===== config.mk =====
export PLATFORM = sky130hd
export DESIGN_NAME = irq_controller
export DESIGN_NICKNAME = d
export VERILOG_FILES = /design/src/rtl/irq_pkg.sv /design/src/rtl/irq_prio_enc.sv /design/src/rtl/irq_controller.sv
export SDC_FILE = /design/constraint.sdc
export NUM_CORES = 1
export LEC_CHECK = 0
export ABC_AREA = 1
export CORE_UTILIZATION = 36
export DETAILED_ROUTE_END_ITERATION = 7
export HOLD_SLACK_MARGIN = 0.1
export PLACE_DENSITY = 0.82
export SLEW_MARGIN = 20
export SYNTH_ARGS = -nofsm -noshare
export SYNTH_HDL_FRONTEND = slang
export SYNTH_SLANG_ARGS = --single-unit

===== constraint.sdc =====
create_clock -name clk -period 2.1 [get_ports clk]
set_clock_uncertainty 0.15 [all_clocks]
set_input_delay 0.42 -clock clk [delete_from_list [all_inputs] [get_ports clk]]
set_output_delay 0.42 -clock clk [all_outputs]
set_load 0.03 [all_outputs]

===== src/rtl/irq_pkg.sv =====
// Shared types and constants for the machine-mode interrupt controller:
// FSM state encoding, default sizing, mcause interrupt bit and trap-flow CSR addresses.
package irq_pkg;

  localparam int NUM_IRQ_DEF    = 6;
  localparam int CAUSE_BASE_DEF = 16;

  localparam int          MCAUSE_INT_BIT = 31;
  localparam logic [31:0] MCAUSE_INT     = 32'h1 << MCAUSE_INT_BIT;

  localparam logic [11:0] CSR_MIE    = 12'h304;
  localparam logic [11:0] CSR_MTVEC  = 12'h305;
  localparam logic [11:0] CSR_MCAUSE = 12'h342;

  typedef enum logic [2:0] {
    ST_IDLE    = 3'd0,
    ST_SAVE    = 3'd1,
    ST_JUMP    = 3'd2,
    ST_HANDLER = 3'd3,
    ST_RETURN  = 3'd4
  } irq_state_e;

endpackage


===== src/rtl/irq_prio_enc.sv =====
// Fixed-priority encoder: lowest set request index wins; outputs valid, index and one-hot grant.
module irq_prio_enc #(
  parameter int N     = 6,
  parameter int IDX_W = (N > 1) ? $clog2(N) : 1
) (
  input  logic [N-1:0]     req_i,
  output logic             valid_o,
  output logic [IDX_W-1:0] idx_o,
  output logic [N-1:0]     grant_o
);

  always_comb begin
    valid_o = |req_i;
    idx_o   = '0;
    grant_o = '0;
    // Scan high to low so the lowest requesting index is the last one written.
    for (int i = N - 1; i >= 0; i--) begin
      if (req_i[i]) begin
        idx_o      = IDX_W'(i);
        grant_o    = '0;
        grant_o[i] = 1'b1;
      end
    end
  end

endmodule


===== src/rtl/irq_controller.sv =====
// Machine-mode interrupt controller: prioritises masked requests and sequences trap entry/return.
// Define IRQ_CTRL_EDGE_EN for rising-edge capture of requests; default is level-sensitive.
module irq_controller
  import irq_pkg::*;
#(
  parameter int NUM_IRQ    = NUM_IRQ_DEF,
  parameter int CAUSE_BASE = CAUSE_BASE_DEF
) (
  input  logic               clk,
  input  logic               rst_n,
  input  logic [NUM_IRQ-1:0] irq_i,
  input  logic [NUM_IRQ-1:0] mie,
  input  logic [31:0]        mtvec,
  input  logic [31:0]        mepc,
  input  logic               en_int_rst,
  input  logic [31:0]        pc,
  input  logic               boundary_i,
  input  logic               mret_i,
  output logic               en_mepc,
  output logic [31:0]        mepc_csr,
  output logic               en_cause,
  output logic [31:0]        mcause,
  output logic               stall_o,
  output logic               pc_sel_o,
  output logic [31:0]        pc_target_o,
  output logic [NUM_IRQ-1:0] int_ack_o,
  output logic               busy_o
);

  localparam int IDX_W = (NUM_IRQ > 1) ? $clog2(NUM_IRQ) : 1;

  irq_state_e         state_q, state_d;
  logic [IDX_W-1:0]   idx_q, idx_d;
  logic [NUM_IRQ-1:0] grant_q, grant_d;
  logic [31:0]        pc_q, pc_d;

  logic [NUM_IRQ-1:0] pending;
  logic [NUM_IRQ-1:0] eligible;
  logic               enc_valid;
  logic [IDX_W-1:0]   enc_idx;
  logic [NUM_IRQ-1:0] enc_grant;

`ifdef IRQ_CTRL_EDGE_EN
  logic [NUM_IRQ-1:0] irq_q;
  logic [NUM_IRQ-1:0] pending_q, pending_d;

  // A fresh edge in the ack cycle must survive the ack, hence OR after the clear.
  always_comb pending_d = (pending_q & ~int_ack_o) | (irq_i & ~irq_q);

  always_ff @(posedge clk or negedge rst_n) begin
    if (!rst_n) begin
      irq_q     <= '0;
      pending_q <= '0;
    end else begin
      irq_q     <= irq_i;
      pending_q <= pending_d;
    end
  end

  assign pending = pending_q;
`else
  assign pending = irq_i;
`endif

  assign eligible = pending & mie;

  irq_prio_enc #(
    .N     (NUM_IRQ),
    .IDX_W (IDX_W)
  ) u_prio (
    .req_i   (eligible),
    .valid_o (enc_valid),
    .idx_o   (enc_idx),
    .grant_o (enc_grant)
  );

  always_ff @(posedge clk or negedge rst_n) begin
    if (!rst_n) begin
      state_q <= ST_IDLE;
      idx_q   <= '0;
      grant_q <= '0;
      pc_q    <= '0;
    end else begin
      state_q <= state_d;
      idx_q   <= idx_d;
      grant_q <= grant_d;
      pc_q    <= pc_d;
    end
  end

  always_comb begin
    state_d     = state_q;
    idx_d       = idx_q;
    grant_d     = grant_q;
    pc_d        = pc_q;
    en_mepc     = 1'b0;
    mepc_csr    = '0;
    en_cause    = 1'b0;
    mcause      = '0;
    stall_o     = 1'b0;
    pc_sel_o    = 1'b0;
    pc_target_o = '0;
    int_ack_o   = '0;
    busy_o      = 1'b0;
    unique case (state_q)
      ST_IDLE: begin
        // Winner and return PC are frozen here so later mie/pc changes cannot alter the trap.
        if (boundary_i && enc_valid && !en_int_rst) begin
          state_d = ST_SAVE;
          idx_d   = enc_idx;
          grant_d = enc_grant;
          pc_d    = pc;
        end
      end
      ST_SAVE: begin
        busy_o   = 1'b1;
        stall_o  = 1'b1;
        en_mepc  = 1'b1;
        mepc_csr = pc_q;
        en_cause = 1'b1;
        mcause   = MCAUSE_INT | {1'b0, 31'(CAUSE_BASE) + 31'(idx_q)};
        state_d  = ST_JUMP;
      end
      ST_JUMP: begin
        busy_o      = 1'b1;
        stall_o     = 1'b1;
        pc_sel_o    = 1'b1;
        pc_target_o = mtvec;
        int_ack_o   = grant_q;
        state_d     = ST_HANDLER;
      end
      ST_HANDLER: begin
        busy_o = 1'b1;
        if (mret_i) state_d = ST_RETURN;
      end
      ST_RETURN: begin
        busy_o      = 1'b1;
        pc_sel_o    = 1'b1;
        pc_target_o = mepc;
        state_d     = ST_IDLE;
      end
      default: state_d = ST_IDLE;
    endcase
  end

endmodule


# After elaboration in Yosys (flattened, before gate mapping)
# Index checks and enable logic that the tools add are counted.
# op_classes
n_mux,23
n_reduce_logical,10
bitwise_logic,1
eq_ne,6
add_sub_neg,1
# op_table
operator,count
two-way mux 32 bit,2
one-hot mux 32 bit (2 select lines),1
two-way mux 6 bit,7
two-way mux 3 bit,8
one-hot mux 3 bit (4 select lines),1
adder 5 x 3 -> 6 bit (first input constant),1
AND 6 bit,1
equality test 3 x 2 -> 1 bit (second input constant),2
OR reduction 6 bit,1
two-way mux 1 bit,4
!= test 2 bit (second input constant),2
AND reduction 2 bit,2
OR reduction 2 bit,2
OR reduction 4 bit,1
equality test 3 x 1 -> 1 bit (second input constant),1
equality test 3 bit (second input constant),1
logical NOT 3 bit,1
logical AND 1 bit,2
logical NOT 1 bit,1
# totals
regBits,44

# Longest topological paths before layout
# depth
depth_word,7
depth_mapped,8
ltp_nobuf,7

# By module
# From an unflattened synthesis, not the netlist that was laid out.
# hier_totals
cells_unflattened,460
area_unflattened_um2,2980.4
# by_module_without_submodules
mod,n_inst,cells_per_inst,area_each_um2
irq_controller,1,437,2872.8
irq_prio_enc,1,23,107.6

# Worst setup path after synthesis
# No wires, ideal clock.
# synth_timing
path_type,register -> output
start,register state_q[2]
end,output mepc_csr[16]
t_arrival_ns,1.649
slack_ns,-0.119
path_stages_with_launch,8
path_cell_list,dfrtp_1 buf_6 nor2_2 inv_1 nor2_4 inv_2 buf_4 nor2_1
# synth_between
elab_chain_cells,2
# synth_rtl
item,line_no,text
"start, declared",irq_controller.sv:32,"irq_state_e state_q, state_d;"
"start signal, assigned",irq_controller.sv:84,state_q <= state_d;
equality test 3 x 1 -> 1 bit,irq_controller.sv:105,unique case (state_q)
two-way mux 32 bit,irq_controller.sv:105,
"end, declared",irq_controller.sv:20,"output logic [31:0] mepc_csr,"
# Every way passes these cells.

# Worst setup path in the final report
# layout_timing
start,register state_q[0]
end,output pc_target_o[5]
# layout_between
elab_chain_cells,2
word_cells_on_any_way,3
# layout_rtl
item,line_no,text
equality test 3 bit or equality test 3 x 2 -> 1 bit (tied branches),irq_controller.sv:105,
one-hot mux 32 bit (2 select lines) *,irq_controller.sv:105,
"end, declared",irq_controller.sv:25,"output logic [31:0] pc_target_o,"
# Mark *: on every way between the ends. The rest lies on a longest branch, timed or not.

==> impl_metrics.env <==
export IMPL_clockRootBuffer="clkbuf_8"
export IMPL_synth_adder_area_share=0
export IMPL_ir_drop_uv=644
export IMPL_grt_max_degree=37
export IMPL_die_h_um=95.9
export IMPL_cp_num_buf_inv=3
export IMPL_initial_utilization=0.378
export IMPL_crit_required_ps=1530
export IMPL_antennaDiodeCount=0
export IMPL_synthMuxAreaShare=0
export IMPL_grt_pass1_vias=3071
export IMPL_clock_latency_ps=290
export IMPL_synth_area_per_cell_um2=7.16
export IMPL_max_stage_delay_ps=410
export IMPL_nNetsFinal=751
export IMPL_yosys_area_share_xor_xnor=0
export IMPL_yosysWarnings=0
export IMPL_r2r_cells=6
export IMPL_htree_levels=2
export IMPL_crit_family="buffers and inverters"
export IMPL_place_ws_ps=20.6
export IMPL_hold_depth=2
export IMPL_gp_congestion=0.810
export IMPL_synthCells=443
export IMPL_grt_overflow_total=0
export IMPL_cp_start_kind="register"
export IMPL_rows=33
export IMPL_maxSlewHeadroom=0.570
export IMPL_ios=220
export IMPL_arrival_ps=1560
export IMPL_yosysTopAreaCell="dfrtp_1"
export IMPL_grt_util_all_layers=0.204
export IMPL_port_buffers=192
export IMPL_crit_type="reg -> out"
export IMPL_drt_iter0_drc=95
export IMPL_critical_path_max_fanout=5
export IMPL_cp_end_kind="primary output"
export IMPL_synth_compound_area_frac=0.117
export IMPL_crit_chain="buf_4 > nor2_4 > buf_2 > nand3_1 > nand2_1 > buf_6"
export IMPL_setup_viol=32
export IMPL_r2r_start="state_q[1]$_DFFE_PN0P_"
export IMPL_syn_area_um2=3170
export IMPL_routed_wl_um=10600
export IMPL_setup_tns_ps=-494
export IMPL_hold_violations=0
export IMPL_num_fill_cells=689
export IMPL_holdPathEnd="pc_q[30]$_DFFE_PN0P_"
export IMPL_synthTopCellsByArea="dfrtp_1 35%, nand3_1 12%, o21ai_2 11%, nand2_1 10%, inv_1 9.6%"
export IMPL_die_w_um=95.9
export IMPL_synth_top_area_frac=0.347
export IMPL_fin_ws_ps=-33.1
export IMPL_drive_gt1_frac=0.335
export IMPL_numCtsBuffers=5
export IMPL_violations="setup timing"
export IMPL_clk_pin_slew_ps=90
export IMPL_finalCritPeriodShare=1.02
export IMPL_yosys_area_share_simple=0.303
export IMPL_crit_slowest_cell="dfrtp_1"
export IMPL_area_growth_pct=73.9
export IMPL_cts_buffer_depth=2
export IMPL_hold_start="pc_q[30]$_DFFE_PN0P_"
export IMPL_yosys_register_bits=44
export IMPL_via_per_inst=4.63
export IMPL_dp_cells=725
export IMPL_final_antenna_net_count=0
export IMPL_rsz0062_at_grt="yes"
export IMPL_fin_crit_ps=2130
export IMPL_yosysSeqAreaShare=0.347
export IMPL_grt_pass1_wl_um=14500
export IMPL_p_leak_nw=2.77
export IMPL_synth_top_family_by_area="simple AND/OR/NAND/NOR gates"
export IMPL_wl_per_cell_um=14.2
export IMPL_maxCapViolations=0
export IMPL_instances_no_fill=744
export IMPL_vias=3446
export IMPL_cts_tree="done"
export IMPL_drtPass1Iterations=4
export IMPL_die_area_um2=9190
export IMPL_timing_rr_end="pc_q[23]$_DFFE_PN0P_"
export IMPL_tightest_slew_ps=646
export IMPL_hold_path_class="reg -> reg"
export IMPL_core_area_um2=8380
export IMPL_status="finished with violations"
export IMPL_fmax_mhz=469
export IMPL_drc_errors=0
export IMPL_cts_sink_count=44
export IMPL_power_per_cell_area_nw_per_um2=1290
export IMPL_r2r_slack_ps=540
export IMPL_maxSlewViolCount=0
export IMPL_hpwl_um=7500
export IMPL_netlist_cell_type_count=22
export IMPL_antenna_found_initial=0
[tightest hold or removal path, cell delays in order (launching register included)]
cell,delay (ps)
dfrtp_1,350
nand2_1,60
o21ai_2,50
[power breakdown]
part,leakage [nW],internal (W),switching (W)
registers,0.556,0.00125,0.000265
logic,2.17,0.00204,0.00300
clock network,0.0516,0.000269,0.000301
total,2.77,0.00357,0.00356
[cell type report]
type | instances | area, um^2 | area share
Timing Repair Buffer | 217 | 2250 | 0.408
Multi-Input combinational cell | 286 | 1610 | 0.293
Sequential cell | 44 | 1100 | 0.200
Inverter | 84 | 322 | 0.0583
Tap cell | 105 | 131 | 0.0238
Clock buffer | 6 | 82.6 | 0.0150
Clock inverter | 2 | 13.8 | 0.00249
[cells in the mapped netlist]
master and count:
nand2_1 87, inv_1 81, nand3_1 74, dfrtp_1 44
nor2_1 42, o21ai_2 41, buf_4 31, buf_6 11
buf_2 10, nand2_2 5, clkbuf_1 3, nor2_4 3
nor2_2 2, a21oi_1 1, a31oi_1 1, clkinv_1 1
clkinv_2 1, conb_1 1, inv_2 1, nand3_4 1
nand4_1 1, or2_2 1
[worst max path at each step]
| stage | from | endpoint | slack (ps) | cells past startpoint |
|---|---|---|---|---|
| finish | state_q[0]$_DFFE_PN0P_ | pc_target_o[5] | -30 | 6 |
| global route | state_q[2]$_DFFE_PN0P_ | mepc_csr[1] | -110 | 7 |
| CTS | state_q[0]$_DFFE_PN0P_ | mepc_csr[2] | -50 | 8 |
| detailed placement | irq_i[2] | pc_q[23]$_DFFE_PN0P_ | 20 | 9 |
| global placement | boundary_i | pc_q[22]$_DFFE_PN0P_ | 70 | 7 |
| floorplan | state_q[2]$_DFFE_PN0P_ | mepc_csr[16] | -120 | 7 |
[logic make-up after synthesis]
kind of cell / after synthesis
compound gates: 43
buf+inv: 139
flops: 44
other cells: 1
simple gates: 216
[sequential cells by signal, indices dropped and copies added, names as in the netlist]
signal,cells
pc_q,32
grant_q,6
idx_q,3
state_q,3
[stage by stage]
stage	instance area (um^2)	hold slack (ps)	util	total power (W)
after floorplan	3310	-25.6	-	0.00435
after global placement	4910	316	0.586	0.00558
after detailed placement	4910	318	0.586	0.00568
after CTS	5170	340	0.617	0.00650
after global routing	5520	363	0.658	0.00756
final	5520	338	0.658	0.00713
[layer usage]
metal,vias up,track usage,part of all wire
met2,157,0.379,0.54
met4,0,0.0597,0.014
met1,1602,0.227,0.36
met3,12,0.0545,0.088
met5,-,0,0
li1,1675,-,-
[placed cells by master, fill, tap and decap left out, types with 2 or more instances in the layout]
cell,n
clkdlybuf4s50_1,111
nand2_1,79
inv_1,79
nand3_1,66
buf_6,63
dfrtp_1,43
o21ai_2,41
buf_4,32
conb_1,27
nor2_2,18
nor2_1,16
nor2_4,13
nand2_2,12
nand3_2,8
clkbuf_8,6
buf_12,6
inv_2,2
inv_4,2
clkinv_2,2
clkbuf_16,2
buf_2,2
[timing repair]
item	4_1_cts	5_1_grt
gates resized for setup	39	70
pin swaps	5	19
endpoints found under the hold margin	26	0
hold buffers	1	0
setup buffers	2	2
gates cloned	0	6
setup endpoints to repair	69	71
(Power assumes the default switching activity.)
